--- src/rtl/axicb_pkg.sv ---
// -----------------------------------------------------------------------------
// axicb_pkg
//   Shared definitions for the crossbar: the grant-vector limit and a one-hot
//   to binary helper. The read response router uses these, as do the slave-side
//   arbiter and the write response router.
// -----------------------------------------------------------------------------
package axicb_pkg;

    // Widest master count the crossbar supports. Grant vectors are
    // zero-extended to this width before they are decoded.
    localparam int MST_NB_MAX    = 8;
    localparam int MST_IDX_W_MAX = 3;

    // Returns the binary index of the lowest set bit. The scan runs from the
    // top bit down, so the last match, and therefore the lowest bit, wins.
    // Multi-hot vectors resolve to that lowest bit. An all-zero vector
    // returns 0, so callers must qualify with |onehot.
    function automatic logic [MST_IDX_W_MAX-1:0] onehot2bin(
        input logic [MST_NB_MAX-1:0] onehot
    );
        logic [MST_IDX_W_MAX-1:0] bin;
        bin = '0;
        for (int i = MST_NB_MAX - 1; i >= 0; i--) begin
            if (onehot[i]) begin
                bin = MST_IDX_W_MAX'(i);
            end
        end
        return bin;
    endfunction

endpackage

--- src/rtl/axicb_scfifo.sv ---
// -----------------------------------------------------------------------------
// axicb_scfifo
//   Single-clock FIFO that holds the routing index of each outstanding burst.
//   A push while full is dropped. A pop while empty is ignored. The count and
//   the flags come only from registered state.
// Ports
//   aclk, aresetn  clock, asynchronous active-low reset
//   srst           synchronous reset; has the same effect as aresetn
//   push, din      write request and data
//   pop            read request (advances the head)
//   dout           head entry; valid only while !empty
//   full, empty    occupancy flags
//   count          entries held, 0..DEPTH
// -----------------------------------------------------------------------------
module axicb_scfifo #(
    parameter int W     = 2,
    parameter int DEPTH = 4
) (
    input  logic                     aclk,
    input  logic                     aresetn,
    input  logic                     srst,
    input  logic                     push,
    input  logic [W-1:0]             din,
    input  logic                     pop,
    output logic [W-1:0]             dout,
    output logic                     full,
    output logic                     empty,
    output logic [$clog2(DEPTH):0]   count
);

    localparam int PTR_W = $clog2(DEPTH);

    logic [W-1:0]     mem [DEPTH];
    logic [PTR_W-1:0] wr_ptr;
    logic [PTR_W-1:0] rd_ptr;
    logic             wr_en;
    logic             rd_en;

    assign full  = (count == (PTR_W + 1)'(DEPTH));
    assign empty = (count == '0);
    assign wr_en = push && !full;
    assign rd_en = pop && !empty;
    assign dout  = mem[rd_ptr];

    // DEPTH is a power of two, so the pointers wrap without extra logic.
    always_ff @(posedge aclk or negedge aresetn) begin
        if (!aresetn) begin
            wr_ptr <= '0;
            rd_ptr <= '0;
            count  <= '0;
        end else if (srst) begin
            wr_ptr <= '0;
            rd_ptr <= '0;
            count  <= '0;
        end else begin
            if (wr_en) begin
                wr_ptr <= wr_ptr + 1'b1;
            end
            if (rd_en) begin
                rd_ptr <= rd_ptr + 1'b1;
            end
            case ({wr_en, rd_en})
                2'b10:   count <= count + 1'b1;
                2'b01:   count <= count - 1'b1;
                default: count <= count;
            endcase
        end
    end

    // Storage has no reset. An entry is only read after it has been written.
    always_ff @(posedge aclk) begin
        if (wr_en) begin
            mem[wr_ptr] <= din;
        end
    end

endmodule

--- src/rtl/axicb_resp_router.sv ---
// -----------------------------------------------------------------------------
// axicb_resp_router
//   Routes one crossbar slave port's R channel back to the masters. Each grant
//   from the slave-side arbiter is queued in order. The head entry steers every
//   beat of the current burst, and the burst retires on its RLAST handshake.
//   Bursts are never reordered.
// Ports
//   aclk, aresetn, srst        clock, async active-low reset, sync reset
//   grant_valid, grant         accepted AR and its one-hot master
//   grant_ready                tracker not full
//   s_rvalid/s_rready/s_r*     R channel from the slave
//   m_rvalid/m_rready          per-master R handshake (one valid bit at most)
//   m_rdata/m_rresp/m_rlast    R payload broadcast to every master
//   ostd_cnt                   outstanding bursts held
// Handshake: a beat transfers on the slave side when s_rvalid && s_rready.
//   s_rready mirrors the head master's m_rready, so that transfer is exactly
//   the head master's m_rvalid && m_rready. With no bursts queued, s_rready is
//   0 and slave beats wait.
// -----------------------------------------------------------------------------
module axicb_resp_router
    import axicb_pkg::*;
#(
    parameter int MST_NB      = 4,
    parameter int OSTDREQ_NUM = 4,
    parameter int DATA_W      = 32,
    parameter int RESP_W      = 2
) (
    input  logic                         aclk,
    input  logic                         aresetn,
    input  logic                         srst,
    input  logic                         grant_valid,
    input  logic [MST_NB-1:0]            grant,
    output logic                         grant_ready,
    input  logic                         s_rvalid,
    output logic                         s_rready,
    input  logic [DATA_W-1:0]            s_rdata,
    input  logic [RESP_W-1:0]            s_rresp,
    input  logic                         s_rlast,
    output logic [MST_NB-1:0]            m_rvalid,
    input  logic [MST_NB-1:0]            m_rready,
    output logic [DATA_W-1:0]            m_rdata,
    output logic [RESP_W-1:0]            m_rresp,
    output logic                         m_rlast,
    output logic [$clog2(OSTDREQ_NUM):0] ostd_cnt
);

    localparam int IDX_W = $clog2(MST_NB);

    logic [IDX_W-1:0] grant_idx;
    logic [IDX_W-1:0] head_idx;
    logic             push;
    logic             pop;
    logic             full;
    logic             empty;

    // Push qualifier. An all-zero grant is not a real AR and is dropped.
    assign grant_idx   = IDX_W'(onehot2bin(MST_NB_MAX'(grant)));
    assign grant_ready = !full;
    assign push        = grant_valid && grant_ready && (|grant);

    // The burst retires on its last-beat handshake. The next head steers from
    // the following cycle.
    assign pop = s_rvalid && s_rready && s_rlast;

    axicb_scfifo #(
        .W     (IDX_W),
        .DEPTH (OSTDREQ_NUM)
    ) u_fifo (
        .aclk    (aclk),
        .aresetn (aresetn),
        .srst    (srst),
        .push    (push),
        .din     (grant_idx),
        .pop     (pop),
        .dout    (head_idx),
        .full    (full),
        .empty   (empty),
        .count   (ostd_cnt)
    );

    // Steering. Only the head master sees valid, and only its ready
    // backpressures the slave.
    always_comb begin
        m_rvalid = '0;
        s_rready = 1'b0;
        if (!empty) begin
            m_rvalid[head_idx] = s_rvalid;
            s_rready           = m_rready[head_idx];
        end
    end

    assign m_rdata = s_rdata;
    assign m_rresp = s_rresp;
    assign m_rlast = s_rlast;

    // Grants from the arbiter are expected to be one-hot.
    a_grant_onehot : assert property (
        @(posedge aclk) disable iff (!aresetn)
        (grant_valid && grant_ready) |-> $onehot0(grant)
    );

    // A stalled slave beat must stay valid and keep its payload stable.
    a_slave_stable : assert property (
        @(posedge aclk) disable iff (!aresetn || srst)
        (s_rvalid && !s_rready) |=>
            (s_rvalid && $stable(s_rdata) && $stable(s_rresp) && $stable(s_rlast))
    );

endmodule

--- config.mk ---
export PLATFORM = sky130hd
export DESIGN_NAME = axicb_resp_router
export DESIGN_NICKNAME = d
export VERILOG_FILES = /design/src/rtl/axicb_pkg.sv /design/src/rtl/axicb_scfifo.sv /design/src/rtl/axicb_resp_router.sv
export SDC_FILE = /design/constraint.sdc
export NUM_CORES = 1
export LEC_CHECK = 0
export CAP_MARGIN = 0
export CORE_UTILIZATION = 36
export DETAILED_ROUTE_END_ITERATION = 7
export GPL_TIMING_DRIVEN = 0
export PLACE_DENSITY = 0.95
export SLEW_MARGIN = 20
export SYNTH_ARGS = -nofsm -noshare
export SYNTH_HDL_FRONTEND = slang
export SYNTH_HIERARCHICAL = 1
export SYNTH_SLANG_ARGS = --single-unit
--- constraint.sdc ---
create_clock -name aclk -period 7.4 [get_ports aclk]
set_input_delay 1.48 -clock aclk [delete_from_list [all_inputs] [get_ports aclk]]
set_output_delay 1.48 -clock aclk [all_outputs]
set_load 0.03 [all_outputs]
==> impl_metrics.ini <==
[final_layout]
finalNetCount = 238
layout_commonest_cell = clkdlybuf4s50_1
ff_latch_area_um2 = 415
area_growth_pct = 54.0
multi_input_area_um2 = 484
num-fill-cells = 275
drive_above_1_share_pct = 28.8
final_cell_mix = clkdlybuf4s50_1 (57), buf_4 (35), nor2_1 (8), edfxtp_1 (8), dfrtp_1 (7)
n_antenna_cell = 0
stdcell_area_um2 = 1860

[worst_setup_path]
critPathArrivalTime_ps = 3110
endpoint_kind = output port
r2r_end = u_fifo/count[1]
cp_top_family = buffers and inverters
crit_start = m_rready[3]
criticalPathCategory = in -> out
critical_path.slowest_cell = clkdlybuf4s50_1
endpoint = s_rready
cp_num_buf_inv = 2
reg2reg_depth = 11
required_ps = 5920
worstPathMaxFanout = 2
crit_chain = clkdlybuf4s50_1, mux4_2, nor2b_1, clkdlybuf4s50_1
rrSetupSlack_ps = 4060
cp.depth = 4
cp-start-kind = primary input
max_stage_delay_ps = 600
regToRegStartpoint = u_fifo/rd_ptr[0]
crit_top_cell = clkdlybuf4s50_1

[synthesis]
synth_top_area_cell = buf_4
ys.flop_type = edfxtp_1
avgSynthCellArea_um2 = 9.83
synth_nets = 176
synth_area_um2 = 1210
async_reset_ff_share_pct = 46.7
synth_cell_types = 35
yosysWarnings = 6
ys_ff_latch = 15
yosys-top-cells-area = buf_4 (22%), edfxtp_1 (20%), dfrtp_1 (14%), mux4_2 (5.6%), ha_1 (4.1%)
synth_top_area_share_pct = 21.7
synth_edf_count = 8
ys_seq_area_share_pct = 34.4
synthCells = 123

[floorplan]
die_h_um = 59.9
core_um2 = 3130
die_w_um = 59.9
start_util_pct = 38.6
pin_count = 92
die-area_um2 = 3590
placementRows = 20

[grt]
grt_use_total_pct = 15.2
first_global_vias = 982
grt_max_degree = 11
grt_overflow_total = 0
antenna_found_initial = 0
grt_pass1_wl_mm = 4.13

[cts]
ctsHtreeMaxLevel = 1
cts_setup_buffers = 0
clk_latency_ps = 270
cts.sinks = 15
clk_pin_slew_ps = 90
cts_hold_buffers = 0
cts_buffer_depth = 2
cts_buffers = 3
post_cts_resized = 0
tritoncts = yes
cts_root_buf = clkbuf_4

[timing]
rsz0062_at_grt = false
worstMarginPinSlew_ps = 407
tns_ps = 0
finalMaxSlewViolations = 0
min_period_ps = 4590
finalSetupViolCount = 0
finalCritPeriodShare_pct = 62.0
clock-skew-final_ps = 0.909
finalHoldViolations = 0
fmax_ghz = 0.218
relSlewSlack_pct = 72.6

[placed_design]
gp_routability_congestion = 0.761
io_buffers = 57
dp_hpwl_mm = 2.24
placed_area_um2 = 1830

[routing]
num_vias = 1059
post-route-drc-count = 0
avgRoutedWirePerCell_um = 11.9
viasPerCell = 4.64
routed_wirelength_mm = 2.70
dr.first_iter.drc_count = 22
ant_nets = 0
drtPass1Iterations = 4

[run]
cap_violations = 0

[outcome]
status = complete, no violations

[power_and_ir_drop]
ir_worst_vdd_mv = 0.0790
power_density_nw_per_um2 = 153
p_leak_nw = 0.795

[min_path]
worstHoldPathType = reg -> reg
==> area by class of cell <==
class	instances	share of cell area (%)
Buffer	39	15.2
Timing Repair Buffer	57	30.6
Multi-Input combinational cell	62	26.0
Sequential cell	15	22.3
Tap cell	44	2.96
Inverter	7	1.41
Clock inverter	1	0.269
Clock buffer	3	1.21
==> layer usage <==
| metal | vias up | routed length [um] | GRT usage (%) | part of all wire (%) |
|---|---|---|---|---|
| met5 | - | 0 | 0 | 0 |
| met3 | 0 | 198 | 1.73 | 7.3 |
| li1 | 508 | - | - | - |
| met1 | 495 | 1010 | 17.2 | 37 |
| met2 | 56 | 1500 | 29.4 | 55 |
| met4 | 0 | 0 | 4.65 | 0 |
==> flip-flops by register name, indices dropped and copies added, names as in the netlist <==
signal and cells:
u_fifo/wr_ptr 2, u_fifo/count 3, u_fifo/mem 8, u_fifo/rd_ptr 2
==> worst min path at each step <==
stage                  endpoint        startpoint  depth (start not counted)
6_report       u_fifo/wr_ptr[1]  u_fifo/wr_ptr[1]                          2
2_1_floorplan  u_fifo/wr_ptr[1]  u_fifo/wr_ptr[1]                          2
4_1_cts        u_fifo/wr_ptr[1]  u_fifo/wr_ptr[1]                          2
3_3_place_gp   u_fifo/rd_ptr[1]  u_fifo/rd_ptr[1]                          2
5_1_grt        u_fifo/wr_ptr[0]  u_fifo/wr_ptr[0]                          2
3_5_place_dp   u_fifo/wr_ptr[1]  u_fifo/wr_ptr[1]                          2
==> cell families (layout without fill, tap and decap cells) <==
| group | count (synthesis) | after routing | share of synthesized area [%] |
|---|---|---|---|
| muxes | 4 | 4 | 6.42 |
| xor gates and xnor gates | 4 | 4 | 2.90 |
| AOI/OAI and AO/OA | 17 | 17 | 9.73 |
| adders and majority gates | 5 | 5 | 5.80 |
| buffers and inverters | 46 | 107 | 25.6 |
| and+or+nand+nor | 32 | 32 | 15.2 |
| DFF | 15 | 15 | 34.4 |
==> Yosys cell counts (2+ instances only) <==
library cell   n
a21oi_1        2
a31oi_1        3
and2_1         4
and3_1         2
and3b_2        2
buf_2          3
buf_4         35
dfrtp_1        7
edfxtp_1       8
ha_1           4
inv_1          6
mux4_2         3
nand2_1        2
nand2b_1       2
nor2_1         8
nor2b_1        2
nor3_1         4
nor3b_1        2
o21a_1         2
o21ai_0        4
o22ai_1        2
xor2_1         3
==> through the flow <==
| stage | hold slack, ps | instances | utilization, % | worst slack [ps] | power [mW] |
|---|---|---|---|---|---|
| global route | 659 | 228 | 59.5 | 2740 | 0.301 |
| floorplan | 538 | 123 | - | 3490 | 0.192 |
| CTS | 623 | 228 | 59.5 | 2810 | 0.287 |
| detailed placement | 603 | 224 | 58.6 | 2820 | 0.241 |
| finish | 618 | 228 | 59.5 | 2810 | 0.284 |
| global placement | 565 | 224 | 58.6 | 2840 | 0.236 |
==> worst register-to-register path: stages, from the launching register on <==
cell and delay, ps:
dfrtp_1 470, mux4_2 600, mux4_2 450, and3_1 240, buf_2 190, nand2b_1 120
o21ba_2 180, fa_1 490, inv_1 60, a31oi_1 160, a31oi_1 110, a211oi_1 200
==> power breakdown <==
| group | switching (mW) | internal, mW |
|---|---|---|
| Combinational | 0.0712 | 0.0655 |
| Clock | 0.0251 | 0.0200 |
| Sequential | 0.00653 | 0.0958 |
Note: power is estimated with default switching activity, not from simulation.
